==> src/rtl/branch_unit_bp_if.sv <==
// Bundle between the core and branch_unit_bp: fetch-side prediction query,
// back-end resolution request, registered result and statistics.
interface branch_unit_bp_if #(
  parameter int XLEN  = 32,
  parameter int CNT_W = 16
);
  logic [XLEN-1:0]  pred_pc;
  logic             pred_taken;
  logic             res_valid;
  logic [4:0]       res_opcode;
  logic [XLEN-1:0]  res_rs1;
  logic [XLEN-1:0]  res_rs2;
  logic [XLEN-1:0]  res_pc;
  logic [XLEN-1:0]  res_imm;
  logic             res_pred_taken;
  logic             out_valid;
  logic             out_taken;
  logic [XLEN-1:0]  out_target;
  logic             out_mispredict;
  logic [CNT_W-1:0] stat_branches;
  logic [CNT_W-1:0] stat_mispredicts;

  modport master (
    output pred_pc, res_valid, res_opcode, res_rs1, res_rs2, res_pc, res_imm,
           res_pred_taken,
    input  pred_taken, out_valid, out_taken, out_target, out_mispredict,
           stat_branches, stat_mispredicts
  );

  modport slave (
    input  pred_pc, res_valid, res_opcode, res_rs1, res_rs2, res_pc, res_imm,
           res_pred_taken,
    output pred_taken, out_valid, out_taken, out_target, out_mispredict,
           stat_branches, stat_mispredicts
  );
endinterface

==> src/rtl/branch_unit_bp.sv <==
// Branch resolution unit with a 2-bit saturating-counter direction predictor,
// registered taken/target/mispredict result and saturating event counters.
module branch_unit_bp #(
  parameter int XLEN    = 32,
  parameter int BHT_IDX = 6,
  parameter int CNT_W   = 16
) (
  input logic             clk,
  input logic             rst,
  branch_unit_bp_if.slave bus
);
  localparam int ENTRIES = 2 ** BHT_IDX;

  typedef enum logic [4:0] {
    OP_EQ    = 5'b00000,
    OP_NE    = 5'b00001,
    OP_LT    = 5'b00100,
    OP_GE    = 5'b00101,
    OP_LTU   = 5'b00110,
    OP_GEU   = 5'b00111,
    OP_JAL   = 5'b01111,
    OP_JALR  = 5'b10111,
    OP_NEVER = 5'b11111,
    OP_NOP   = 5'b10101
  } op_e;

  typedef enum logic [1:0] {
    CTR_SNT = 2'b00,
    CTR_WNT = 2'b01,
    CTR_WT  = 2'b10,
    CTR_ST  = 2'b11
  } ctr_e;

  ctr_e bht [ENTRIES];

  logic [BHT_IDX-1:0] query_idx;
  logic [BHT_IDX-1:0] update_idx;

  logic            eq;
  logic            lt;
  logic            ltu;
  logic            taken;
  logic            is_cond;
  logic            mispredict;
  logic [XLEN-1:0] target;
  logic [XLEN-1:0] jalr_sum;

  assign query_idx      = bus.pred_pc[BHT_IDX+1:2];
  assign update_idx     = bus.res_pc[BHT_IDX+1:2];
  // Reads the table as it stands before this cycle's update: no bypass.
  assign bus.pred_taken = bht[query_idx][1];

  assign eq       = (bus.res_rs1 == bus.res_rs2);
  assign lt       = ($signed(bus.res_rs1) < $signed(bus.res_rs2));
  assign ltu      = (bus.res_rs1 < bus.res_rs2);
  assign jalr_sum = bus.res_rs1 + bus.res_imm;

  // NOTE: every output of this block gets a default first so no path
  // through the case statement can leave a value unassigned (latch).
  always_comb begin
    taken   = 1'b0;
    is_cond = 1'b0;
    target  = bus.res_pc + XLEN'(4);
    case (bus.res_opcode)
      OP_EQ:   begin is_cond = 1'b1; taken = eq;   end
      OP_NE:   begin is_cond = 1'b1; taken = !eq;  end
      OP_LT:   begin is_cond = 1'b1; taken = lt;   end
      OP_GE:   begin is_cond = 1'b1; taken = !lt;  end
      OP_LTU:  begin is_cond = 1'b1; taken = ltu;  end
      OP_GEU:  begin is_cond = 1'b1; taken = !ltu; end
      OP_JAL:  taken = 1'b1;
      OP_JALR: taken = 1'b1;
      default: taken = 1'b0;
    endcase
    if (bus.res_opcode == OP_JALR) begin
      target = {jalr_sum[XLEN-1:1], 1'b0};
    end else if (taken) begin
      target = bus.res_pc + bus.res_imm;
    end
  end

  assign mispredict = (taken != bus.res_pred_taken);

  // NOTE: sequential state uses non-blocking assignments so every register
  // samples pre-edge values regardless of statement order.
  always_ff @(posedge clk or posedge rst) begin
    if (rst) begin
      bus.out_valid      <= 1'b0;
      bus.out_taken      <= 1'b0;
      bus.out_target     <= '0;
      bus.out_mispredict <= 1'b0;
    end else begin
      bus.out_valid <= bus.res_valid;
      if (bus.res_valid) begin
        bus.out_taken      <= taken;
        bus.out_target     <= target;
        bus.out_mispredict <= mispredict;
      end
    end
  end

  // NOTE: the predictor table is reset on purpose: every entry must start
  // weakly-not-taken, so it is built from flops rather than a RAM macro.
  always_ff @(posedge clk or posedge rst) begin
    if (rst) begin
      for (int i = 0; i < ENTRIES; i++) begin
        bht[i] <= CTR_WNT;
      end
    end else if (bus.res_valid && is_cond) begin
      if (taken && bht[update_idx] != CTR_ST) begin
        bht[update_idx] <= ctr_e'(bht[update_idx] + 2'd1);
      end else if (!taken && bht[update_idx] != CTR_SNT) begin
        bht[update_idx] <= ctr_e'(bht[update_idx] - 2'd1);
      end
    end
  end

  // Statistics saturate at all-ones instead of wrapping.
  always_ff @(posedge clk or posedge rst) begin
    if (rst) begin
      bus.stat_branches    <= '0;
      bus.stat_mispredicts <= '0;
    end else if (bus.res_valid) begin
      if (is_cond && bus.stat_branches != '1) begin
        bus.stat_branches <= bus.stat_branches + CNT_W'(1);
      end
      if (mispredict && bus.stat_mispredicts != '1) begin
        bus.stat_mispredicts <= bus.stat_mispredicts + CNT_W'(1);
      end
    end
  end

  logic unused_pc_bits;
  assign unused_pc_bits = ^{bus.pred_pc[XLEN-1:BHT_IDX+2], bus.pred_pc[1:0]};

endmodule

==> src/flat_wrapper.sv <==
// flat-port wrapper written by rule: the top's interface ports become plain ports
module branch_unit_bp_flat 
#(
  parameter int XLEN    = 32,
  parameter int BHT_IDX = 6,
  parameter int CNT_W   = 16
)
  (clk, rst, bus_pred_pc, bus_res_valid, bus_res_opcode, bus_res_rs1, bus_res_rs2, bus_res_pc, bus_res_imm, bus_res_pred_taken, bus_pred_taken, bus_out_valid, bus_out_taken, bus_out_target, bus_out_mispredict, bus_stat_branches, bus_stat_mispredicts);
  branch_unit_bp_if #(.XLEN(XLEN), .CNT_W(CNT_W)) bus_i ();
  input logic clk;
  input logic rst;
  input wire logic [$bits(bus_i.pred_pc)-1:0] bus_pred_pc;
  input wire logic [$bits(bus_i.res_valid)-1:0] bus_res_valid;
  input wire logic [$bits(bus_i.res_opcode)-1:0] bus_res_opcode;
  input wire logic [$bits(bus_i.res_rs1)-1:0] bus_res_rs1;
  input wire logic [$bits(bus_i.res_rs2)-1:0] bus_res_rs2;
  input wire logic [$bits(bus_i.res_pc)-1:0] bus_res_pc;
  input wire logic [$bits(bus_i.res_imm)-1:0] bus_res_imm;
  input wire logic [$bits(bus_i.res_pred_taken)-1:0] bus_res_pred_taken;
  output wire logic [$bits(bus_i.pred_taken)-1:0] bus_pred_taken;
  output wire logic [$bits(bus_i.out_valid)-1:0] bus_out_valid;
  output wire logic [$bits(bus_i.out_taken)-1:0] bus_out_taken;
  output wire logic [$bits(bus_i.out_target)-1:0] bus_out_target;
  output wire logic [$bits(bus_i.out_mispredict)-1:0] bus_out_mispredict;
  output wire logic [$bits(bus_i.stat_branches)-1:0] bus_stat_branches;
  output wire logic [$bits(bus_i.stat_mispredicts)-1:0] bus_stat_mispredicts;
  assign bus_i.pred_pc = bus_pred_pc;
  assign bus_i.res_valid = bus_res_valid;
  assign bus_i.res_opcode = bus_res_opcode;
  assign bus_i.res_rs1 = bus_res_rs1;
  assign bus_i.res_rs2 = bus_res_rs2;
  assign bus_i.res_pc = bus_res_pc;
  assign bus_i.res_imm = bus_res_imm;
  assign bus_i.res_pred_taken = bus_res_pred_taken;
  assign bus_pred_taken = bus_i.pred_taken;
  assign bus_out_valid = bus_i.out_valid;
  assign bus_out_taken = bus_i.out_taken;
  assign bus_out_target = bus_i.out_target;
  assign bus_out_mispredict = bus_i.out_mispredict;
  assign bus_stat_branches = bus_i.stat_branches;
  assign bus_stat_mispredicts = bus_i.stat_mispredicts;
  branch_unit_bp #(.XLEN(XLEN), .BHT_IDX(BHT_IDX), .CNT_W(CNT_W)) u_core (.clk(clk), .rst(rst), .bus(bus_i));
endmodule
==> config.mk <==
export PLATFORM = sky130hd
export DESIGN_NAME = branch_unit_bp_flat
export DESIGN_NICKNAME = d
export VERILOG_FILES = /design/src/rtl/branch_unit_bp_if.sv /design/src/rtl/branch_unit_bp.sv /design/src/flat_wrapper.sv
export SDC_FILE = /design/constraint.sdc
export NUM_CORES = 1
export LEC_CHECK = 0
export BUFFER_PORTS_ARGS = -buffer_cell sky130_fd_sc_hd__buf_4
export CAP_MARGIN = 20
export CORE_MARGIN = 1
export CORE_UTILIZATION = 35
export CTS_CLUSTER_SIZE = 8
export DETAILED_ROUTE_END_ITERATION = 10
export PLACE_DENSITY_LB_ADDON = 0.25
export SETUP_SLACK_MARGIN = 0.5
export SLEW_MARGIN = 20
export SYNTH_ARGS = -nofsm -noshare
export SYNTH_HDL_FRONTEND = slang
export SYNTH_SLANG_ARGS = --single-unit
==> constraint.sdc <==
create_clock -name clk -period 6.5 [get_ports clk]
set_input_delay 1.3 -clock clk [delete_from_list [all_inputs] [get_ports clk]]
set_output_delay 1.3 -clock clk [all_outputs]
set_load 0.01 [all_outputs]
### Word-level counts from Yosys, hierarchy flattened

Cells that the tools add are included.

* bits in registers: 195
* input port bits: 169

* reductions and logical operators: 18
* bitwise operators: 2
* add/sub/neg operators: 7
* magnitude comparators: 5
* muxes and demuxes: 16
* equal/unequal tests: 12

Operators with widths (number)
* 128-bit bitwise mux: 2
* 128-bit two-way mux: 2
* 32-bit adder: 2
* 32-bit less-than comparator: 2
* 32-bit two-way mux: 2
* 16-bit by 1-bit adder with 16-bit output, second input constant: 2
* 32-bit by 3-bit adder with 32-bit output, second input constant: 1
* 32-bit == test: 1
* 16-bit inequality test, second input constant: 2
* 2-bit binary-select mux with 6-bit select: 2
* 5-bit by 3-bit == test with 1-bit output, second input constant: 4
* 7-bit >= comparator, second input constant: 2
* 6-bit NOT with 7-bit output: 2
* 2-bit demux with 6-bit select: 1
* 2-bit two-way mux: 5
* 7-bit by 1-bit less-than comparator with 1-bit output, second input constant: 1
* 1-bit case mux with 7 select lines: 1
* 1-bit logical AND: 6
* 2-bit AND reduction: 3
* 6-bit OR reduction: 1
* 5-bit by 1-bit == test with 1-bit output, second input constant: 1
* 5-bit by 4-bit == test with 1-bit output, second input constant: 1
* 5-bit == test, second input constant: 1
* 5-bit zero test: 1
* other kinds (8): 12

### Logic depth before layout (Yosys ltp)

Gate-level depths: netlist of run 1.

* word-level depth: 8
* mapped depth: 17
* depth with buffers taken out: 14

### Worst setup path after synthesis of run 1

OpenSTA, ideal clock, no wires.

* path type: input to output
* start: in bus_pred_pc[2]
* end: out bus_pred_taken
* setup slack: 1460 ps
* stages on the path: 5
* data arrival time: 3740 ps
* cell sequence: clkbuf_1 -> buf_1 -> mux4_2 -> mux4_2 -> mux4_2

* cells in the longest elaborated chain, start to end: 4

RTL lines
* from (decl): line flat_wrapper.sv:12 `input wire logic [$bits(bus_i.pred_pc)-1:0] bus_pred_pc;`
* 6-bit NOT with 7-bit output (implied by the code): line branch_unit_bp.sv:51 `assign bus.pred_taken = bht[query_idx][1];`
* 2-bit binary-select mux with 6-bit select: line branch_unit_bp.sv:51
* 2-bit two-way mux (implied by the code) (2 in a row): line branch_unit_bp.sv:51
* to (decl): line flat_wrapper.sv:20 `output wire logic [$bits(bus_i.pred_taken)-1:0] bus_pred_taken;`

No other way between the ends. The select of a mux whose other input is x is not followed.

### Worst setup path after layout of run 1

* start: in bus_res_rs1[31]
* end: reg u_core.bht[109] (netlist name)

* cells in the longest elaborated chain, start to end: 7
* elaborated cells on any way between the ends: 13
* classes of those cells: 2 x order compare; 1 x eq/ne; 2 x mux; 8 x reduce/logical

RTL lines
* from (decl): line flat_wrapper.sv:15 `input wire logic [$bits(bus_i.res_rs1)-1:0] bus_res_rs1;`
* 32-bit less-than comparator (tied with other cells): line branch_unit_bp.sv:55 `assign ltu = (bus.res_rs1 < bus.res_rs2);`
* 1-bit zero test, on equally long branches: line branch_unit_bp.sv:70, branch_unit_bp.sv:66, branch_unit_bp.sv:68
* 1-bit case mux with 7 select lines (*): line branch_unit_bp.sv:64 `case (bus.res_opcode)`
* 1-bit zero test: line branch_unit_bp.sv:112 `end else if (!taken && bht[update_idx] != CTR_SNT) begin`
* 1-bit logical AND: line branch_unit_bp.sv:112
* 2-bit nonzero test (no line)
* 2-bit AND reduction (no line)
* to (signal, indexed assignment): line branch_unit_bp.sv:111 `bht[update_idx] <= ctr_e'(bht[update_idx] + 2'd1);`
* to (signal, indexed assignment): line branch_unit_bp.sv:113 `bht[update_idx] <= ctr_e'(bht[update_idx] - 2'd1);`
* to (decl): line branch_unit_bp.sv:34 `ctr_e bht [ENTRIES];`

Every way passes the cells marked *; elsewhere a longest branch is shown, timed or not.
A chain may end at the register's enable or synchronous reset.

==> results of run 1 <==
==> cells in the final DEF (no fill, tap or decap), types with 33 or more instances in the layout <==
cell type,count
a21oi_1,102
buf_4,231
dfrtp_1,131
dfstp_2,64
ha_1,98
inv_1,61
mux2_1,97
mux2_2,36
nand2_1,72
nand3_1,33
nand4_1,98
nor2_1,85
o21ai_0,64
xnor2_1,69
xor2_1,38
==> worst max-delay path, delay by kind of cell <==
kind	cells	cell delay [ns]
simple gates	5	1.91
mux	2	0.71
buf+inv	2	0.53
fa+ha+maj	1	0.42
compound gates	3	0.41
==> layout make-up <==
| type | count | area (sq um) | share of cell area |
|---|---|---|---|
| antenna | 2 | 5.00 | 0.000293 |
| clock buffer | 18 | 450 | 0.0264 |
| clock inverter | 14 | 171 | 0.0100 |
| inverter | 62 | 236 | 0.0138 |
| multi-input combinational | 1145 | 8860 | 0.518 |
| sequential | 195 | 4960 | 0.290 |
| tap | 525 | 657 | 0.0384 |
| timing repair buffer | 232 | 1750 | 0.103 |
==> layer usage <==
| metal | wire length [microns] | vias up | part of all wire | track usage |
|---|---|---|---|---|
| met3 | 2740 | 59 | 0.060 | 0.0349 |
| met2 | 20400 | 434 | 0.45 | 0.347 |
| li1 | - | 5948 | - | - |
| met1 | 21200 | 6276 | 0.47 | 0.303 |
| met4 | 999 | 2 | 0.022 | 0.0685 |
| met5 | 13 | - | 0.00029 | 0 |
==> per-stage QoR <==
step / cells / total power, mW / utilization / area (sq um)
floorplan: 1481 / 2.01 / - / 14300
global placement: 2159 / 2.40 / 0.411 / 16500
detailed placement: 2159 / 2.41 / 0.411 / 16500
CTS: 2191 / 3.55 / 0.427 / 17100
global route: 2193 / 3.71 / 0.427 / 17100
finish: 2193 / 3.53 / 0.427 / 17100
==> where the power goes <==
| group | switching [mW] | internal, mW | leakage [nW] | total, mW |
|---|---|---|---|---|
| clock network | 0.580 | 0.549 | 0.300 | 1.13 |
| logic | 0.571 | 0.429 | 5.13 | 1.00 |
| registers | 0.0821 | 1.32 | 2.38 | 1.40 |
| total | 1.23 | 2.29 | 7.81 | 3.53 |
==> worst min path at each step <==
| stage | slack (ns) | endpoint | start |
|---|---|---|---|
| 2_1_floorplan | 0.48 | u_core.bht[9] | u_core.bht[9] |
| 3_3_place_gp | 0.48 | u_core.bus.stat_branches[7] | u_core.bus.stat_branches[7] |
| 3_5_place_dp | 0.48 | u_core.bus.stat_branches[7] | u_core.bus.stat_branches[7] |
| 4_1_cts | 0.50 | u_core.bus.stat_branches[7] | u_core.bus.stat_branches[7] |
| 5_1_grt | 0.51 | u_core.bus.stat_branches[7] | u_core.bus.stat_branches[7] |
| 6_report | 0.49 | u_core.bus.stat_mispredicts[7] | u_core.bus.stat_mispredicts[7] |
==> cells by family after synthesis <==
kind of cell	synth area share
AOI/OAI and AO/OA	0.160
DFF	0.346
buffers and inverters	0.0379
adders and majority gates	0.0884
muxes	0.151
xor gates and xnor gates	0.0660
and+or+nand+nor	0.151
==> reports/qor.csv, run 1 <==
metric,value,unit
first-pass GRT wire length,70.8,mm
CP peak stage delay,0.63,ns
TritonCTS clock tree,done,
Crit Path Class,input pin to register,
global-route usage over all layers,0.219,
Critical Path AT,5.34,ns
top cell type's share of synthesized area,0.229,
mean post-synth cell area,9.67,sq um
Power Dens Cells,206,mW/mm^2
Post-Syn Nets,1750,
dpl hpwl,32.4,mm
Final min period,5.00,ns
Worst Path Required,6.83,ns
H-tree Lvls,4,
layout cells sized above 1,0.245,
crit path launch,bus_res_rs1[31],
Startpoint Class,input pin,
Hold WC Path Type,register to register,
post-synth cell types,69,
clock buffer depth,2,
status,"finished, final reports clean",
drc violations,0,
Detail Route Antenna Nets,0,
final worst setup slack,1.50,ns
Post-CTS Resized,0,
clk slew on worst S/H paths,0.08,ns
Final Hold Viols,0,
cell taking the most area after synthesis,dfrtp_1,
Worst setup EP type,register,
Final #Nets,1922,
Num CTS Buffers,17,
Synth area leaders,"dfrtp_1 23%, dfstp_2 12%, ha_1 8.6%",
Synth Register Bits,195,
Setup TNS Final,0,ns
r2r endpoint,u_core.bht[109],
top_reg_cell synth,dfrtp_1,
most frequent cell after synthesis,dfrtp_1,
CTS Hold Bufs,0,
die height,204,microns
# port buffers,210,
Final Skew,0.0193,ns
crit path to,u_core.bht[109],
crit path max-delay cell type,nor4_1,
post-synthesis sequential area ratio,0.346,
initial core utilization,0.358,
Min-Delay Path Depth,1,
Critical Path Fanout Max,37,
most frequent cells after synthesis,"131 x dfrtp_1, 102 x a21oi_1, 98 x ha_1, 98 x nand4_1, 97 x mux2_1",
routability cong.,0.888,
Core Area,0.0400,sq mm
ys async rst share,1.00,
Post-synth EDFFs,0,
Max Clk Rate,200,MHz
post-place setup slack,1.07,ns
Mapped Cells,1481,
number of fill cells,3940,
Final Cycle Share,0.770,
"Setup Fix Bufs, Post-CTS",0,
Max-Cap Viols,0,
final setup vio count,0,
pin count of the biggest net entering global routing,173,
yosys warns,0,
Clock Latency Late Sink,0.45,ns
slew margin rel.,0.299,
worst hold slack,0.493,ns
synthesis-to-finish area growth,19.3,%
routed len/inst,20.7,microns
vias in the first global route,12300,
r2r setup slk,3.26,ns
critical-path cell list,buf_4 -> ha_1 -> nand4_1 -> nor4_1 -> and3_1 -> o21bai_1 -> o2111ai_1 -> o211ai_1 -> nor2_4 -> mux2i_4 -> buf_4 -> nand4_1 -> mux2_1,
I/O pins,237,
Netlist Area Pre-Place,0.0143,sq mm
grt ovf,0,
Via density,5.80,
Tightest Pin Transition,1.05,ns
fin. max-slew vios,0,
Die Wd,204,microns
total routed wirelength,45.4,mm
via count,12700,
# rows,73,
1st-iter DRT viols,820,
die area,0.0417,sq mm
initial antenna violation count,3,
Leakage,7.81,nW
Pre-Repair DR Iteration Count,7,
VDD IR-drop max,0.210,mV
RSZ-0062 raised after global routing,false,
TritonCTS Sinks,195,
FF-to-FF path depth,10,
CTS root buf,clkbuf_16,
Power figures use the tool's default switching activity.
==> inputs of run 2 (changes only) <==
==> constraint.sdc (replaced) <==
create_clock -name clk -period 4.35 [get_ports clk]
set_input_delay 0.87 -clock clk [delete_from_list [all_inputs] [get_ports clk]]
set_output_delay 0.87 -clock clk [all_outputs]
set_load 0.01 [all_outputs]
==> run 2 against run 1 <==
Critical path depth up 3. Global-route usage up 0.62 points. Count of clock-buffer cells in the layout up 1. Sequential share of layout area down 1.4 points. Clock skew down 0.0049 ns. Critical endpoint is now u_core.bht[115]. Die area unchanged. Via count up 1.5%.
==> reports/qor.csv, run 2 (synthesis gave the netlist of run 1 again) <==
metric,value,unit
status,"finished, final reports clean",
Final Skew,0.0144,ns
routed len/inst,20.8,microns
Max Clk Rate,265,MHz
clk slew on worst S/H paths,0.08,ns
Max-Cap Viols,0,
grt ovf,0,
CTS Hold Bufs,0,
Via density,5.74,
fin. max-slew vios,0,
TritonCTS clock tree,done,
die height,204,microns
global-route usage over all layers,0.225,
Clock Latency Late Sink,0.45,ns
slew margin rel.,0.422,
Pre-Repair DR Iteration Count,6,
worst hold slack,0.432,ns
CTS root buf,clkbuf_16,
placed cell count,2206,
Die Wd,204,microns
Leakage,8.22,nW
dpl hpwl,33.8,mm
total routed wirelength,46.7,mm
Final Hold Viols,0,
via count,12900,
Worst setup EP type,register,
Final Util,0.448,
die area,0.0417,sq mm
final worst setup slack,0.570,ns
initial antenna violation count,2,
Final #Nets,1979,
Flop pwr share,0.386,
H-tree Lvls,4,
TritonCTS Sinks,195,
Core Area,0.0400,sq mm
Num CTS Buffers,17,
Int Pwr,3.55,mW
"commonest non-fill, non-tap cell in the layout",buf_4,
Clk network pwr share,0.305,
Critical Path Fanout Max,9,
Hold WC Path Type,input pin to async pin,
Final min period,3.78,ns
non-filler cells in the finished layout,2250,
Critical Path AT,4.11,ns
Tightest Pin Transition,0.865,ns
clock buffer depth,2,
synthesis-to-finish area growth,25.2,%
sw frac,0.344,
Worst Path Required,4.68,ns
final setup vio count,0,
# port buffers,210,
Startpoint Class,input pin,
VDD IR-drop max,0.282,mV
vias in the first global route,12700,
Detail Route Antenna Nets,0,
Power Dens Cells,302,mW/mm^2
initial core utilization,0.358,
1st-iter DRT viols,897,
first-pass GRT wire length,72.4,mm
Logic pwr share,0.309,
layout cells sized above 1,0.285,
drc violations,0,
RSZ-0062 raised after global routing,true,
Crit Path Class,input pin to register,
# rows,73,
I/O pins,237,
switching power,1.87,mW
number of fill cells,3859,
routability cong.,0.925,
"commonest cells after routing, fill and taps aside","266 x buf_4, 131 x dfrtp_1, 98 x nand4_1, 98 x a21oi_1, 94 x ha_1",
post-place setup slack,-0.0540,ns
pin count of the biggest net entering global routing,112,
Final Cycle Share,0.869,
==> run 2: changes by cell type in the layout (fill, tap and decap cells not counted), moves of 5 or more <==
cell and change:
buf_6 +5, mux2_4 +5, buf_4 +35, buf_12 +13
==> run 2: stage by stage <==
stage	total power, mW	cell area (sq um)	setup TNS, ns
after global routing	5.70	17900	0
final	5.42	17900	0
after floorplan	3.04	14500	0
after global placement	3.66	17000	-0.0311
after detailed placement	3.69	17000	-0.321
after CTS	5.41	17800	0
==> run 2: cell type report <==
class	count	area, sq um	area share
Clock inverter	13	159	0.00886
Inverter	62	236	0.0132
Tap cell	525	657	0.0366
Multi-Input combinational cell	1145	9010	0.503
Antenna cell	2	5.00	0.000279
Sequential cell	195	4960	0.277
Timing Repair Buffer	289	2450	0.136
Clock buffer	19	453	0.0253
==> run 2: final timing paths <==
path / from / end / slack [ns] / depth (start not counted)
min in group clk: u_core.bus.stat_branches[7] / u_core.bus.stat_branches[7] / 0.49 / 1
setup / recovery: bus_res_rs1[9] / u_core.bht[115] / 0.57 / 16
hold / removal: rst / u_core.bus.stat_branches[11] / 0.43 / 2
hold reg to reg: u_core.bus.stat_branches[7] / u_core.bus.stat_branches[7] / 0.49 / 1
setup reg to reg: register / u_core.bht[57] / 1.26 / 12
max in group asynchronous: rst / u_core.bht[21] / 2.98 / 3
==> run 2: per-layer routing <==
| metal | global-route usage | up-vias | part of all wire |
|---|---|---|---|
| met5 | 0 | - | 0 |
| li1 | - | 6065 | - |
| met1 | 0.319 | 6351 | 0.46 |
| met2 | 0.351 | 435 | 0.45 |
| met4 | 0.0720 | 0 | 0.023 |
| met3 | 0.0314 | 64 | 0.060 |
==> run 2: critical path: stages <==
cell	delay (ns)
buf_4	0.13
ha_4	0.23
a21o_1	0.16
a21o_1	0.18
a221oi_4	0.30
o211ai_1	0.19
a21o_1	0.23
or4_4	0.50
o311ai_4	0.10
nor2_4	0.09
mux2i_4	0.20
buf_12	0.14
buf_6	0.13
clkbuf_16	0.16
nand4_1	0.14
mux2_2	0.35
==> run 2: power by group through the flow <==
| stage | sequential [mW] | combinational (mW) | clock (mW) |
|---|---|---|---|
| 2_1_floorplan | 2.13 | 0.904 | 0 |
| 3_3_place_gp | 2.12 | 1.54 | 0 |
| 3_5_place_dp | 2.12 | 1.56 | 0 |
| 4_1_cts | 2.09 | 1.63 | 1.69 |
| 5_1_grt | 2.11 | 1.83 | 1.76 |
| 6_report | 2.09 | 1.68 | 1.65 |
==> run 2: what timing repair did <==
item | CTS | global route
gates cloned | 3 | 1
buffers inserted | 1 | 5
pin swaps | 4 | 10
endpoints found under the setup margin | 52 | 147
resized for setup | 10 | 25
hold endpoints to repair | 0 | 0
==> inputs of run 3 (changes only) <==
--- a/config.mk
+++ b/config.mk
@@ -11,7 +11,7 @@
 export CORE_UTILIZATION = 35
 export CTS_CLUSTER_SIZE = 8
 export DETAILED_ROUTE_END_ITERATION = 10
-export PLACE_DENSITY_LB_ADDON = 0.25
+export PLACE_DENSITY_LB_ADDON = 0.12
 export SETUP_SLACK_MARGIN = 0.5
 export SLEW_MARGIN = 20
 export SYNTH_ARGS = -nofsm -noshare
==> constraint.sdc (replaced) <==
create_clock -name clk -period 3.9 [get_ports clk]
set_input_delay 0.78 -clock clk [delete_from_list [all_inputs] [get_ports clk]]
set_output_delay 0.78 -clock clk [all_outputs]
set_load 0.01 [all_outputs]
==> run 3 against run 2 <==
First-iteration DRC count increased by 31%. Non-clock buffer count up 118. Clock power up 8%. Largest power group unchanged. Hold slack lost 0.051 ns. Total power up 16%. Clock skew decreased by 0.0014 ns. Critical path depth decreased by 1.
==> reports/qor.csv, run 3 (synthesis gave the netlist of run 1 again) <==
metric,value,unit
CP peak stage delay,0.50,ns
TritonCTS Sinks,195,
fin. max-slew vios,0,
total routed wirelength,50.2,mm
drc violations,0,
final setup vio count,0,
CP most frequent cell,a21o_1,
first-pass GRT wire length,76.6,mm
Core Area,0.0400,sq mm
grt ovf,0,
Pre-Repair DR Iteration Count,5,
layout cells sized above 1,0.380,
"commonest non-fill, non-tap cell in the layout",buf_4,
Num CTS Buffers,17,
status,"finished, final reports clean",
non-filler cells in the finished layout,2366,
worst path bufs/invs,3,
Worst Path Required,4.24,ns
worst hold slack,0.382,ns
diode count,0,
I/O pins,237,
Hold WC Path Type,input pin to async pin,
total power,6.29,mW
clock buffer depth,2,
Final #Nets,2097,
Clk network pwr share,0.283,
initial antenna violation count,0,
initial core utilization,0.358,
routability cong.,0.913,
pin count of the biggest net entering global routing,97,
switching power,2.11,mW
Final Cycle Share,0.950,
Final Skew,0.0130,ns
Setup TNS Final,0,ns
Critical Path Fanout Max,8,
CTS Hold Bufs,0,
Max-Cap Viols,0,
Tightest Pin Transition,0.859,ns
cell family with most CP delay,compound AO/OA/AOI/OAI gates,
slew margin rel.,0.428,
number of fill cells,3790,
RSZ-0062 raised after global routing,true,
Detail Route Antenna Nets,0,
sw frac,0.335,
Power Dens Cells,323,mW/mm^2
crit path max-delay cell type,or4_4,
synthesis-to-finish area growth,36.1,%
die area,0.0417,sq mm
Max Clk Rate,270,MHz
Worst setup EP type,register,
TritonCTS clock tree,done,
via count,13300,
Via density,5.61,
Critical Path AT,4.04,ns
1st-iter DRT viols,1179,
footprint of the multi-input gates,0.00951,sq mm
Leakage,9.04,nW
clk slew on worst S/H paths,0.08,ns
flip-flop and latch area,0.00496,sq mm
CTS root buf,clkbuf_16,
H-tree Lvls,4,
Startpoint Class,input pin,
vias in the first global route,13100,
Final Hold Viols,0,
"commonest cells after routing, fill and taps aside","363 x buf_4, 131 x dfrtp_1, 98 x nand4_1, 89 x ha_1",
routed len/inst,21.2,microns
Int Pwr,4.19,mW
Clock Latency Late Sink,0.45,ns
placed cell count,2310,
Die Wd,204,microns
# rows,73,
Final min period,3.70,ns
global-route usage over all layers,0.240,
# port buffers,210,
critical-path cell list,buf_8 -> ha_4 -> a21o_1 -> a21o_1 -> a221oi_2 -> o211ai_1 -> a21o_1 -> or4_4 -> o311ai_4 -> nor2_4 -> mux2i_4 -> buf_12 -> buf_12 -> nand4_1 -> mux2_1,
dpl hpwl,36.8,mm
Logic pwr share,0.345,
die height,204,microns
Crit Path Class,input pin to register,
Flop pwr share,0.371,
VDD IR-drop max,0.362,mV
-- run 3: cell type report --
cell class,instances,area share
inverters,62,0.0124
flip-flops and latches,195,0.254
clock inverters,11,0.00629
repair buffers,407,0.182
multi-input cells,1145,0.488
clock buffers,21,0.0236
well taps,525,0.0337
-- run 3: worst paths after layout --
check	end	startpoint	cells past startpoint	slack, ns
max in group asynchronous	u_core.bus.out_target[26]	rst	3	2.59
worst max-delay path	u_core.bht[61]	bus_res_rs1[9]	15	0.20
worst min register to register	u_core.bus.stat_branches[7]	u_core.bus.stat_branches[7]	1	0.49
min in group clk	u_core.bus.stat_branches[7]	u_core.bus.stat_branches[7]	1	0.49
worst max register to register	u_core.bht[61]	register	13	0.69
worst min-delay path	u_core.bus.stat_branches[6]	rst	2	0.38
-- run 3: metal layers --
layer | vias up | global-route usage | wire length [microns]
met5 | - | 0 | 0
met4 | 0 | 0.0680 | 845
met3 | 49 | 0.0364 | 3050
met2 | 437 | 0.364 | 22300
met1 | 6516 | 0.351 | 23900
li1 | 6260 | - | -
-- run 3: power groups by stage --
stage / Clock, mW / Combinational [mW] / Sequential [mW]
global route: 1.91 / 2.36 / 2.36
floorplan: 0 / 1.03 / 2.38
finish: 1.78 / 2.17 / 2.34
detailed placement: 0 / 1.88 / 2.37
CTS: 1.84 / 2.03 / 2.33
global placement: 0 / 1.87 / 2.36
-- run 3: stage by stage --
stage,worst slack (ns),util,cell area (sq um)
2_1_floorplan,0.197,-,14600
3_3_place_gp,-0.361,0.448,17900
3_5_place_dp,-0.366,0.448,17900
4_1_cts,0.236,0.476,19100
5_1_grt,0.132,0.487,19500
6_report,0.196,0.487,19500
-- run 3: what timing repair did --
action / in CTS / in global routing
setup endpoints to repair: 177 / 178
setup buffers: 13 / 4
gates cloned: 3 / 4
pin swaps: 67 / 37
resized for setup: 94 / 76
